File: config.mk
export PLATFORM = sky130hd
export DESIGN_NAME = router_mp
export DESIGN_NICKNAME = d
export VERILOG_FILES = /design/src/rtl/router_mp.sv
export SDC_FILE = /design/constraint.sdc
export NUM_CORES = 1
export LEC_CHECK = 0
export CAP_MARGIN = 25
export CORE_UTILIZATION = 24
export DETAILED_ROUTE_END_ITERATION = 10
export HOLD_SLACK_MARGIN = 0.03
export SLEW_MARGIN = 20
export SYNTH_ARGS = -nofsm -noshare
export SYNTH_HDL_FRONTEND = slang
export SYNTH_SLANG_ARGS = --single-unit
File: constraint.sdc
create_clock -name clk -period 8.3 [get_ports clk]
set_input_delay 1.245 -clock clk [delete_from_list [all_inputs] [get_ports clk]]
set_output_delay 1.245 -clock clk [all_outputs]
set_load 0.01 [all_outputs]
File: src/rtl/router_mp.sv
// router_mp: store-and-forward packet router. Byte-serial packets are buffered,
// validated (size, length, checksum, destination) and forwarded to one of NUM_PORTS outputs.
`timescale 1ns/1ps

module router_mp #(
   parameter int NUM_PORTS = 4,
   parameter int MIN_LEN   = 12,
   parameter int MAX_LEN   = 64,
   parameter int BUF_DEPTH = 64
) (
   input  logic                   clk,
   input  logic                   reset,
   input  logic [7:0]             dut_inp,
   input  logic                   inp_valid,
   output logic [8*NUM_PORTS-1:0] dut_outp,
   output logic [NUM_PORTS-1:0]   outp_valid,
   input  logic [NUM_PORTS-1:0]   outp_ready,
   output logic                   busy,
   output logic [3:0]             error,
   output logic [15:0]            drop_cnt
);

   localparam int AW = (BUF_DEPTH > 1) ? $clog2(BUF_DEPTH) : 1;
   localparam int PW = (NUM_PORTS > 1) ? $clog2(NUM_PORTS) : 1;
   localparam int CW = 16;

   localparam logic [CW-1:0] MIN_C = CW'(MIN_LEN);
   localparam logic [CW-1:0] MAX_C = CW'(MAX_LEN);
   localparam logic [CW-1:0] BUF_C = CW'(BUF_DEPTH);
   localparam logic [7:0]    NP_C  = 8'(NUM_PORTS);

   localparam logic [3:0] E_NONE  = 4'd0;
   localparam logic [3:0] E_PROTO = 4'd1;
   localparam logic [3:0] E_CRC   = 4'd2;
   localparam logic [3:0] E_SHORT = 4'd3;
   localparam logic [3:0] E_LONG  = 4'd4;
   localparam logic [3:0] E_LEN   = 4'd5;
   localparam logic [3:0] E_DA    = 4'd6;

   typedef enum logic [2:0] {
      S_IDLE,
      S_RECV,
      S_CHECK,
      S_FWD,
      S_DROP
   } state_t;

   state_t                 state_q;
   logic [CW-1:0]          cnt_q;
   logic [CW-1:0]          rd_q;
   logic [7:0]             da_q;
   logic [31:0]            len_q;
   logic [31:0]            crc_q;
   logic [31:0]            sum_q;
   logic [PW-1:0]          port_q;
   logic                   ign_q;
   logic [NUM_PORTS-1:0]   outp_valid_q;
   logic [8*NUM_PORTS-1:0] dut_outp_q;
   logic                   busy_q;
   logic [3:0]             error_q;
   logic [15:0]            drop_cnt_q;
   logic [7:0]             mem_q [BUF_DEPTH];

   logic                   wr_en;
   logic [AW-1:0]          wr_addr;
   logic [3:0]             chk_code;
   logic [PW-1:0]          port_d;
   logic                   viol;
   logic                   fwd_xfer;
   logic [7:0]             rd_byte;

   assign port_d   = PW'(da_q - 8'd1);
   assign fwd_xfer = outp_valid_q[port_q] & outp_ready[port_q];
   assign rd_byte  = mem_q[rd_q[AW-1:0]];
   assign viol     = inp_valid && !ign_q &&
                     (state_q == S_CHECK || state_q == S_FWD || state_q == S_DROP);

   // NOTE: every always_comb output gets a default first so no path leaves it unassigned (no latch).
   always_comb begin
      wr_en   = 1'b0;
      wr_addr = cnt_q[AW-1:0];
      if (state_q == S_IDLE && inp_valid && !ign_q) begin
         wr_en   = 1'b1;
         wr_addr = '0;
      end else if (state_q == S_RECV && inp_valid && cnt_q < BUF_C) begin
         wr_en = 1'b1;
      end
   end

   // Checks in priority order; the first failure determines the code.
   always_comb begin
      chk_code = E_NONE;
      if (cnt_q < MIN_C)
         chk_code = E_SHORT;
      else if (cnt_q > MAX_C)
         chk_code = E_LONG;
      else if (len_q != {{(32-CW){1'b0}}, cnt_q})
         chk_code = E_LEN;
      else if (crc_q != sum_q)
         chk_code = E_CRC;
      else if (da_q == 8'd0 || da_q > NP_C)
         chk_code = E_DA;
   end

   // NOTE: the packet buffer is plain storage with no reset; every byte is written before it is read.
   always_ff @(posedge clk) begin
      if (wr_en)
         mem_q[wr_addr] <= dut_inp;
   end

   // NOTE: all state below uses non-blocking assignments so every register samples pre-edge values.
   always_ff @(posedge clk or negedge reset) begin
      if (!reset) begin
         state_q      <= S_IDLE;
         cnt_q        <= '0;
         rd_q         <= '0;
         da_q         <= '0;
         len_q        <= '0;
         crc_q        <= '0;
         sum_q        <= '0;
         port_q       <= '0;
         ign_q        <= 1'b0;
         outp_valid_q <= '0;
         dut_outp_q   <= '0;
         busy_q       <= 1'b0;
         error_q      <= E_NONE;
         drop_cnt_q   <= '0;
      end else begin
         error_q <= E_NONE;
         if (!inp_valid)
            ign_q <= 1'b0;

         case (state_q)
            S_IDLE: begin
               if (inp_valid && !ign_q) begin
                  state_q <= S_RECV;
                  busy_q  <= 1'b1;
                  cnt_q   <= CW'(1);
                  da_q    <= '0;
                  len_q   <= '0;
                  crc_q   <= '0;
                  sum_q   <= '0;
               end
            end

            S_RECV: begin
               if (inp_valid) begin
                  if (cnt_q != '1)
                     cnt_q <= cnt_q + CW'(1);
                  // Header fields are captured by byte index as they stream past.
                  case (cnt_q)
                     16'd1:   da_q         <= dut_inp;
                     16'd2:   len_q[7:0]   <= dut_inp;
                     16'd3:   len_q[15:8]  <= dut_inp;
                     16'd4:   len_q[23:16] <= dut_inp;
                     16'd5:   len_q[31:24] <= dut_inp;
                     16'd6:   crc_q[7:0]   <= dut_inp;
                     16'd7:   crc_q[15:8]  <= dut_inp;
                     16'd8:   crc_q[23:16] <= dut_inp;
                     16'd9:   crc_q[31:24] <= dut_inp;
                     default: sum_q        <= sum_q + {24'd0, dut_inp};
                  endcase
               end else begin
                  state_q <= S_CHECK;
               end
            end

            S_CHECK: begin
               if (chk_code == E_NONE) begin
                  state_q                          <= S_FWD;
                  port_q                           <= port_d;
                  outp_valid_q[port_d]             <= 1'b1;
                  dut_outp_q[8*int'(port_d) +: 8]  <= mem_q[0];
                  rd_q                             <= CW'(1);
               end else begin
                  state_q <= S_DROP;
                  error_q <= chk_code;
                  if (drop_cnt_q != 16'hFFFF)
                     drop_cnt_q <= drop_cnt_q + 16'd1;
               end
            end

            S_FWD: begin
               if (fwd_xfer) begin
                  if (rd_q == cnt_q) begin
                     state_q      <= S_IDLE;
                     busy_q       <= 1'b0;
                     outp_valid_q <= '0;
                     dut_outp_q   <= '0;
                  end else begin
                     dut_outp_q[8*int'(port_q) +: 8] <= rd_byte;
                     rd_q                            <= rd_q + CW'(1);
                  end
               end
            end

            S_DROP: begin
               state_q <= S_IDLE;
               busy_q  <= 1'b0;
            end

            default: begin
               state_q <= S_IDLE;
               busy_q  <= 1'b0;
            end
         endcase

         // A protocol violation overrides any drop code in the same cycle.
         if (viol) begin
            error_q <= E_PROTO;
            ign_q   <= 1'b1;
         end
      end
   end

   assign dut_outp   = dut_outp_q;
   assign outp_valid = outp_valid_q;
   assign busy       = busy_q;
   assign error      = error_q;
   assign drop_cnt   = drop_cnt_q;

endmodule

# After elaboration in Yosys (flattened, before gate mapping)
# Memory sizes are Yosys's and may differ from the RTL's.
# Cells that the tools add are included.
[totals]
output_inout_bits = 57
ram_bits = 512
reg_bits = 199
in_bits = 15
memories = 1
wordCells = 185
[memory_table]
columns = ["memory", "words", "width", "rd", "rd_ports_with_merged_regs", "wr", "line", "source"]
rows = [
  ["mem_q", 64, 8, 2, 0, 1, "62", "logic [7:0] mem_q [BUF_DEPTH];"],
]
[op_classes]
n_shift = 4
eq_ne = 37
addsub = 7
bitwise_logic = 4
n_reduce_logical = 36
order_cmp = 7
n_mux = 69
[op_table]
columns = ["operator", "count"]
rows = [
  ["two-way mux 32 bit", 8],
  ["case mux 32 bit (2 select lines)", 4],
  ["two-way mux 16 bit", 6],
  ["two-way mux 8 bit", 11],
  ["negator 5 -> 33 bit", 2],
  ["variable shift 8 x 33 -> 32 bit, first input constant", 2],
  ["indexed part select 8 x 33 -> 32 bit", 2],
  ["bitwise mux 32 bit", 2],
  ["== test 16 x 3 -> 1 bit, second input constant", 4],
  ["case mux 16 bit (2 select lines)", 2],
  ["AND reduction 4 bit", 15],
  ["adder 16 x 1 -> 16 bit, second input constant", 3],
  ["adder 32 x 8 -> 32 bit", 1],
  ["== test 16 x 2 -> 1 bit, second input constant", 2],
  ["== test 16 x 4 -> 1 bit, second input constant", 2],
  ["inequality test 16 bit, second input constant", 2],
  ["inequality test 32 x 16 -> 1 bit", 1],
  ["inequality test 32 bit", 1],
  ["two-way mux 3 bit", 10],
  ["inequality test 2 x 1 -> 1 bit, second input constant", 13],
  ["two-way mux 4 bit", 6],
  ["== test 16 x 1 -> 1 bit, second input constant", 1],
  ["== test 16 bit", 1],
  ["greater-than comparator 16 x 7 -> 1 bit, second input constant", 1],
  ["32 further kinds", 62],
]

# Depth between registers and ports, before layout
# Gate-level depths: netlist (run 1).
[logic_depth]
word_depth = 11
depth_mapped = 11
depth_no_buf = 9

# Worst setup path before layout (run 1)
# OpenSTA, ideal clock, no wires.
[synth_timing]
path_type = "in2reg"
start = "input inp_valid"
end = "memory mem_q[31][0] (enable)"
cell_stages = 6
path_slack_ns = 4.868
t_arrival_ns = 3.037
required_time_ns = 7.905
setup_ns = 0.395
cell_sequence = "nand2b_1 > clkbuf_1 > nand2b_1 > clkbuf_1 > nand3_1 > nor4_1"
[synth_via]
elab_chain_cells = 6
word_cells_on_any_way = 9
[synth_lines]
columns = ["element", "line", "source"]
rows = [
  ["from (decl)", "14", "input logic inp_valid,"],
  ["logical AND 1 bit (2 in a row)", "85", "end else if (state_q == S_RECV && inp_valid && cnt_q < BUF_C) begin"],
  ["two-way mux 1 bit", "85", ""],
  ["two-way mux 1 bit", "82", "if (state_q == S_IDLE && inp_valid && !ign_q) begin"],
  ["two-way mux 1 bit", "107", "if (wr_en)"],
  ["two-way mux 1 bit (not written as such)", "108", "mem_q[wr_addr] <= dut_inp;"],
  ["to (decl)", "62", ""],
]
# Parallel ways exist; a longest one is shown, timed or not.

# Final worst setup path (run 1)
[layout_timing]
start = "register rd_q[0]"
end = "register dut_outp_q[23], in the netlist dut_outp[23]"
[layout_via]
elab_chain_cells = 6
word_cells_on_any_way = 7
[layout_lines]
columns = ["element", "line", "source"]
rows = [
  ["from (decl)", "50", "logic [CW-1:0] rd_q;"],
  ["from (signal assigned)", "192", "rd_q <= rd_q + CW'(1);"],
  ["memory (64 x 8 bit)", "n/a", ""],
  ["indexed part select 8 x 33 -> 32 bit", "191", "dut_outp_q[8*int'(port_q) +: 8] <= rd_byte;"],
  ["bitwise mux 32 bit", "191", ""],
  ["two-way mux 32 bit *", "185", "if (rd_q == cnt_q) begin"],
  ["two-way mux 32 bit *", "184", "if (fwd_xfer) begin"],
  ["case mux 32 bit (2 select lines) *", "133", "case (state_q)"],
  ["to (signal, indexed assignment)", "173", "dut_outp_q[8*int'(port_d) +: 8] <= mem_q[0];"],
  ["to (signal, indexed assignment)", "191", ""],
  ["to (decl)", "58", "logic [8*NUM_PORTS-1:0] dut_outp_q;"],
]
# Every way passes the cells marked *; elsewhere a longest branch is shown, timed or not. The select of a mux whose other input is x is not followed.
# A chain may end at the register's enable or synchronous reset.

==> results of run 1 <==
## registers in the layout (all words and copies together) (netlist names)
signal / flops
busy: 1
cnt_q: 16
crc_q: 32
da_q: 8
drop_cnt: 16
dut_outp: 32
error: 3
ign_q: 1
len_q: 32
mem_q: 512
outp_valid: 4
port_q: 2
rd_q: 16
state_q: 3
sum_q: 32
## area by class of cell
type	instances	area [um2]	area share (%)
sequential	710	20300	57.1
multi-input combinational	1126	9570	26.9
clock buffer	98	2080	5.83
tap	1650	2060	5.80
timing repair buffer	109	970	2.72
clock inverter	37	504	1.42
inverter	21	78.8	0.221
antenna	1	2.50	0.00703
## worst max-delay path, delay by kind of cell (launching register included)
family                 cells  cell delay (ns)
buffers and inverters      1             0.71
muxes                      2             0.84
DFF                        1             0.76
AOI/OAI and AO/OA          4             2.07
## cell usage in the layout, fill, tap and decap left out, types with 12 or more instances in the layout
cell type / n
a211oi_1: 14
a21oi_1: 33
a22o_1: 50
a22oi_1: 21
and2_1: 12
and3_1: 16
buf_4: 37
clkbuf_1: 15
clkbuf_16: 78
clkdlybuf4s50_1: 61
dfrtp_1: 196
edfxtp_1: 512
ha_1: 23
inv_1: 20
mux2_2: 123
mux2i_1: 65
mux4_2: 89
nand2_1: 87
nand2b_1: 15
nand3_1: 38
nand4_1: 32
nor2_1: 148
nor3_1: 25
nor4_1: 41
o21ai_0: 27
o22ai_1: 13
xnor2_1: 56
xor2_1: 72
## per-layer routing
metal | routed length (um) | vias to the layer above
met5 | 13 | -
li1 | - | 7729
met4 | 1830 | 2
met2 | 37000 | 492
met3 | 5110 | 114
met1 | 35000 | 9085
## metrics by stage
stage	util [%]	hold WS [ns]	cell area (um2)
final	28.3	0.500	35600
after detailed placement	26.3	0.492	33000
after global placement	26.3	0.481	33000
after floorplan	-	0.481	30400
after global routing	28.3	0.521	35600
after CTS	28.3	0.500	35600
## power groups by stage
stage / clock (mW) / combinational, mW / sequential, mW
finish: 3.52 / 1.32 / 4.15
global route: 3.71 / 1.43 / 4.18
CTS: 3.57 / 1.32 / 4.15
detailed placement: 0 / 1.31 / 4.22
global placement: 0 / 1.31 / 4.22
floorplan: 0 / 0.883 / 4.15
## worst paths after layout
| path | slack, ns | end | cells after the start | start |
|---|---|---|---|---|
| worst max-delay path | 3.73 | dut_outp[23] | 7 | rd_q[0] |
| min in group asynchronous | 0.66 | len_q[20] | 1 | reset |
| worst min register to register | 0.50 | drop_cnt[14] | 1 | drop_cnt[14] |
| worst min-delay path | 0.50 | drop_cnt[14] | 1 | drop_cnt[14] |
| max in group asynchronous | 6.32 | dut_outp[25] | 2 | reset |
| worst max register to register | 3.73 | dut_outp[23] | 7 | rd_q[0] |
## kinds of logic (layout without fill, tap and decap cells)
family / Yosys count / in the layout / share of synthesized area, %
AO/OA/AOI/OAI: 220 / 220 / 5.36
XOR/XNOR: 128 / 128 / 3.69
adder cells (fa/ha/maj): 24 / 24 / 1.01
buffers and inverters: 128 / 265 / 1.74
flip-flops: 710 / 710 / 66.9
multiplexers: 285 / 285 / 13.6
other: 1 / 2 / 0.0123
AND/OR/NAND/NOR: 468 / 468 / 7.68
==> metrics.yaml, run 1 <==
synth_cell_types: 67
final_nets: 2081
globalplace.congestion: 0.837
fill_cells: 12500
fin_crit_sh_pct: 55.1
synth.avg_cell_area_um2: 15.5
clkPwrFrac_pct: 39.1
cts_tree: "done"
hold_violations: 0
pre_cts_ws_ns: 3.53
place_hpwl_um: 52000
crit_required_ns: 8.80
cp-start-kind: "register"
power.total_mw: 8.98
clk_path_buf_depth: 3
cpMostUsedCell: "a22o_1"
cts_resized: 0
synthesis.instances: 1964
gr-usage-met3_pct: 2.57
synthTopCellsByCount: "edfxtp_1 (512), dfrtp_1 (198), nor2_1 (150), mux2_2 (123), mux4_2 (89)"
p_leak_nw: 12.3
cp_cell_sequence: "buf_4, mux4_2, a22o_1, o311ai_0, o21ai_0, a22o_1, mux2_2"
ant_nets: 0
die_w_um: 358
worst_pin_slew_ns: 1.06
violations: "design-rule violations"
syn_area_um2: 30400
placed_cells: 3613
setup_tns_ns: 0
max-slew-margin-rel_pct: 28.5
status: "finished with violations"
grt_use_total_pct: 12.3
p_per_area_nw_per_um2: 252
clk_pin_slew_ns: 0.06
synth_seq_cells: 710
critPathCaptureType: "register"
cpPeakStageDelay_ns: 0.91
die_area_um2: 128000
finalMaxSlewViolations: 0
stdcell_count: 3752
rows: 130
intPower_mw: 6.59
vias_per_cell: 4.64
start_util_pct: 24.2
rsz0062_at_grt: "false"
p_sw_mw: 2.39
cts_hold_buf: 0
p_seq_share_pct: 46.2
ys_warn_count: 0
synth_ff_type: "edfxtp_1"
drive_gt1_share_pct: 18.8
synth_top_area_share_pct: 50.6
wl_per_cell_um: 21.0
p_comb_share_pct: 14.7
clock-sinks: 710
die_y_um: 358
numCtsBuffers: 74
synth_edf_count: 512
clk_latency_ns: 0.63
firstDrtPassIters: 8
grt_pass1_vias: 17500
postCtsSetupRepairBufs: 0
synthesis.nets: 2003
hp-class: "register to register"
fmax_mhz: 219
ir_drop_mv: 0.129
fin_skew_ns: 0.0320
arrival_ns: 5.08
synth_most_common_cell: "edfxtp_1"
gr-usage-met1_pct: 16.8
setup_slack_ns: 3.73
grt_pass1_wl_um: 117000
grt_remaining_overflow: 0
vias: 17400
top_level_ports: 72
route.detailed.drc: 2
crit_type: "register to register"
wl_um: 78900
drt_iter0_drc: 1695
area_growth_pct: 17.2
yosysSeqAreaShare_pct: 66.9
io_buffers: 70
drv_cap: 0
coreArea_um2: 126000
antenna_found_initial: 3
busiest_layer: "met2"
synth_largest_area_cell: "edfxtp_1"
switching_share_pct: 26.7
root_buffer: "clkbuf_16"
setup_viol: 0
ys_async_sr_fraction_pct: 27.9
fin_crit_ns: 4.57
synth.area.top_cells: "edfxtp_1 (51%), dfrtp_1 (16%), mux4_2 (6.6%)"
grt_max_degree: 89
slowest_stage: "o311ai_0"
h-tree-depth: 3
crit_fanout: 38
gr-usage-met2_pct: 19.5
No activity file was read; power rests on OpenSTA's default activity.
==> run 2, diff against run 1 <==
==> constraint.sdc (replaced) <==
create_clock -name clk -period 4.63 [get_ports clk]
set_input_delay 0.6945 -clock clk [delete_from_list [all_inputs] [get_ports clk]]
set_output_delay 0.6945 -clock clk [all_outputs]
set_load 0.01 [all_outputs]
==> run 2 against run 1 <==
Net effect: die area unchanged; global-route usage up 0.17 points; critical endpoint is now dut_outp[6]; first-iteration DRC count down 3.2%; largest cell class unchanged; the run now ends clean; flip-flop and latch count unchanged; largest power group unchanged; combinational power up 77%; utilization up 0.27 points; cell count up 1.7%; sequential power up 79%; register-to-register slack worse by 3.0 ns; via count up 1.4%.
==> metrics.yaml, run 2 (same netlist as run 1, synthesis figures left out) <==
regMostFlops: "mem_q"
clock-sinks: 710  # unchanged
grt_remaining_overflow: 0  # unchanged
clk_pin_slew_ns: 0.06  # about the same
critPathCaptureType: "register"
grt_use_total_pct: 12.4  # +0.17 points
coreArea_um2: 126000  # unchanged
root_buffer: "clkbuf_16"
cts_tree: "done"
h-tree-depth: 3  # unchanged
cts_resized: 0  # unchanged
status: "finished, final reports clean"
rows: 130  # unchanged
area.sequential_um2: 20300  # unchanged
ir_drop_mv: 0.252  # +96%
ant_nets: 0  # unchanged
postCtsSetupRepairBufs: 0  # unchanged
mostFrequentLayoutCells: "edfxtp_1 (512), dfrtp_1 (196), nor2_1 (148)"
max-slew-margin-rel_pct: 31.6  # +3.1 points
multiInputGateArea_um2: 9550  # -0.17%
wl_um: 79400  # +0.62%
hp-class: "primary input to async pin"
crit_type: "register to register"
intPower_mw: 11.5  # +74%
die_y_um: 358  # unchanged
crit_fanout: 30  # -21%
drive_gt1_share_pct: 20.7  # +2.0 points
die_area_um2: 128000  # unchanged
fin_skew_ns: 0.0248  # -0.00725 ns
rsz0062_at_grt: "false"
worst_pin_slew_ns: 1.02  # -0.0370 ns
hold_violations: 0  # unchanged
finalMaxSlewViolations: 0  # unchanged
top_level_ports: 72  # unchanged
wl_per_cell_um: 20.8  # -1.1%
finalInstanceArea_um2: 35900  # +0.95%
crit_required_ns: 5.14  # -3.66 ns
antenna_found_initial: 2  # -1
start_util_pct: 24.2  # unchanged
numCtsBuffers: 74  # unchanged
globalplace.congestion: 0.818  # -2.3%
clkPwrFrac_pct: 37.9  # -1.2 points
place_hpwl_um: 53400  # +2.8%
drv_cap: 0  # unchanged
clk_path_buf_depth: 3  # unchanged
fill_cells: 12600  # +0.032%
largest_reg_flops: 512  # unchanged
final_nets: 2144  # +3.0%
setup_viol: 0  # unchanged
area_growth_pct: 18.3
die_w_um: 358  # unchanged
grt_pass1_vias: 17500  # -0.15%
firstDrtPassIters: 5  # -3
cp-start-kind: "register"
mostFrequentLayoutCell: "edfxtp_1"
route.detailed.drc: 0  # -2
vias: 17700  # +1.4%
p_leak_nw: 12.6  # +2.1%
grt_max_degree: 96  # +7.9%
p_per_area_nw_per_um2: 437  # +73%
pre_cts_ws_ns: 0.750  # -2.78 ns
arrival_ns: 4.43  # -0.65 ns
post-route-util_pct: 28.6  # +0.27 points
clk_latency_ns: 0.63  # about the same
io_buffers: 70  # unchanged
switching_share_pct: 27.0  # +0.32 points
fin_crit_sh_pct: 84.8  # +30 points
p_sw_mw: 4.24  # +77%
setup_tns_ns: 0  # unchanged
setup_slack_ns: 0.704  # -3.02 ns
fin_crit_ns: 3.93  # -0.648 ns
grt_pass1_wl_um: 119000  # +2.0%
p_seq_share_pct: 47.2  # +1.0 points
fmax_mhz: 255  # +17%
cts_hold_buf: 0  # unchanged
drt_iter0_drc: 1640  # -3.2%
placed_area_um2: 33500  # +1.6%
p_comb_share_pct: 14.9  # +0.2 points
vias_per_cell: 4.63  # -0.31%
## run 2: layer usage
| metal | global-route usage (%) | wire, um |
|---|---|---|
| met4 | 3.27 | 1720 |
| met2 | 19.2 | 36700 |
| met3 | 1.98 | 4900 |
| met5 | 0 | 0 |
| met1 | 18.0 | 36100 |
## run 2: critical path, stage by stage (launching register included)
cell and delay (ns):
dfrtp_4 0.85, buf_12 0.29, mux4_2 0.52, a22o_1 0.27, a211oi_1 0.50, buf_4 0.21, a21oi_1 0.03, mux2i_1 0.59
o21ai_0 0.18, mux2_1 0.31
## run 2: final cells by class
cell class | instances | share of cell area [%]
clock inverter | 40 | 1.12
clock buffer | 96 | 5.61
antenna | 1 | 0.00696
inverter | 21 | 0.219
tap | 1650 | 5.74
sequential | 710 | 56.6
multi-input combinational | 1126 | 26.6
timing repair buffer | 172 | 4.13
## run 2: path summary, 6_finish.rpt
kind	startpoint	endpoint	slack (ns)	depth (start not counted)
setup reg to reg	rd_q[0]	dut_outp[6]	0.70	9
hold / removal	reset	drop_cnt[1]	0.18	1
min in group clk	dut_outp[14]	dut_outp[14]	0.50	1
hold reg to reg	dut_outp[14]	dut_outp[14]	0.50	1
setup / recovery	rd_q[0]	dut_outp[6]	0.70	9
max in group asynchronous	reset	sum_q[5]	3.42	2
## run 2: power groups by stage
stage	clock [mW]	sequential, mW	combinational (mW)
detailed placement	0	7.55	2.36
global placement	0	7.54	2.32
finish	5.97	7.41	2.34
global route	6.32	7.46	2.58
floorplan	0	7.44	1.58
CTS	6.07	7.42	2.36
## run 2: per-stage QoR
step | power (mW) | hold slack, ns | std cells
finish | 15.7 | 0.179 | 3816
global route | 16.4 | 0.220 | 3815
floorplan | 9.03 | 0.399 | 1964
detailed placement | 9.90 | 0.498 | 3679
global placement | 9.86 | 0.486 | 3677
CTS | 15.8 | 0.195 | 3815
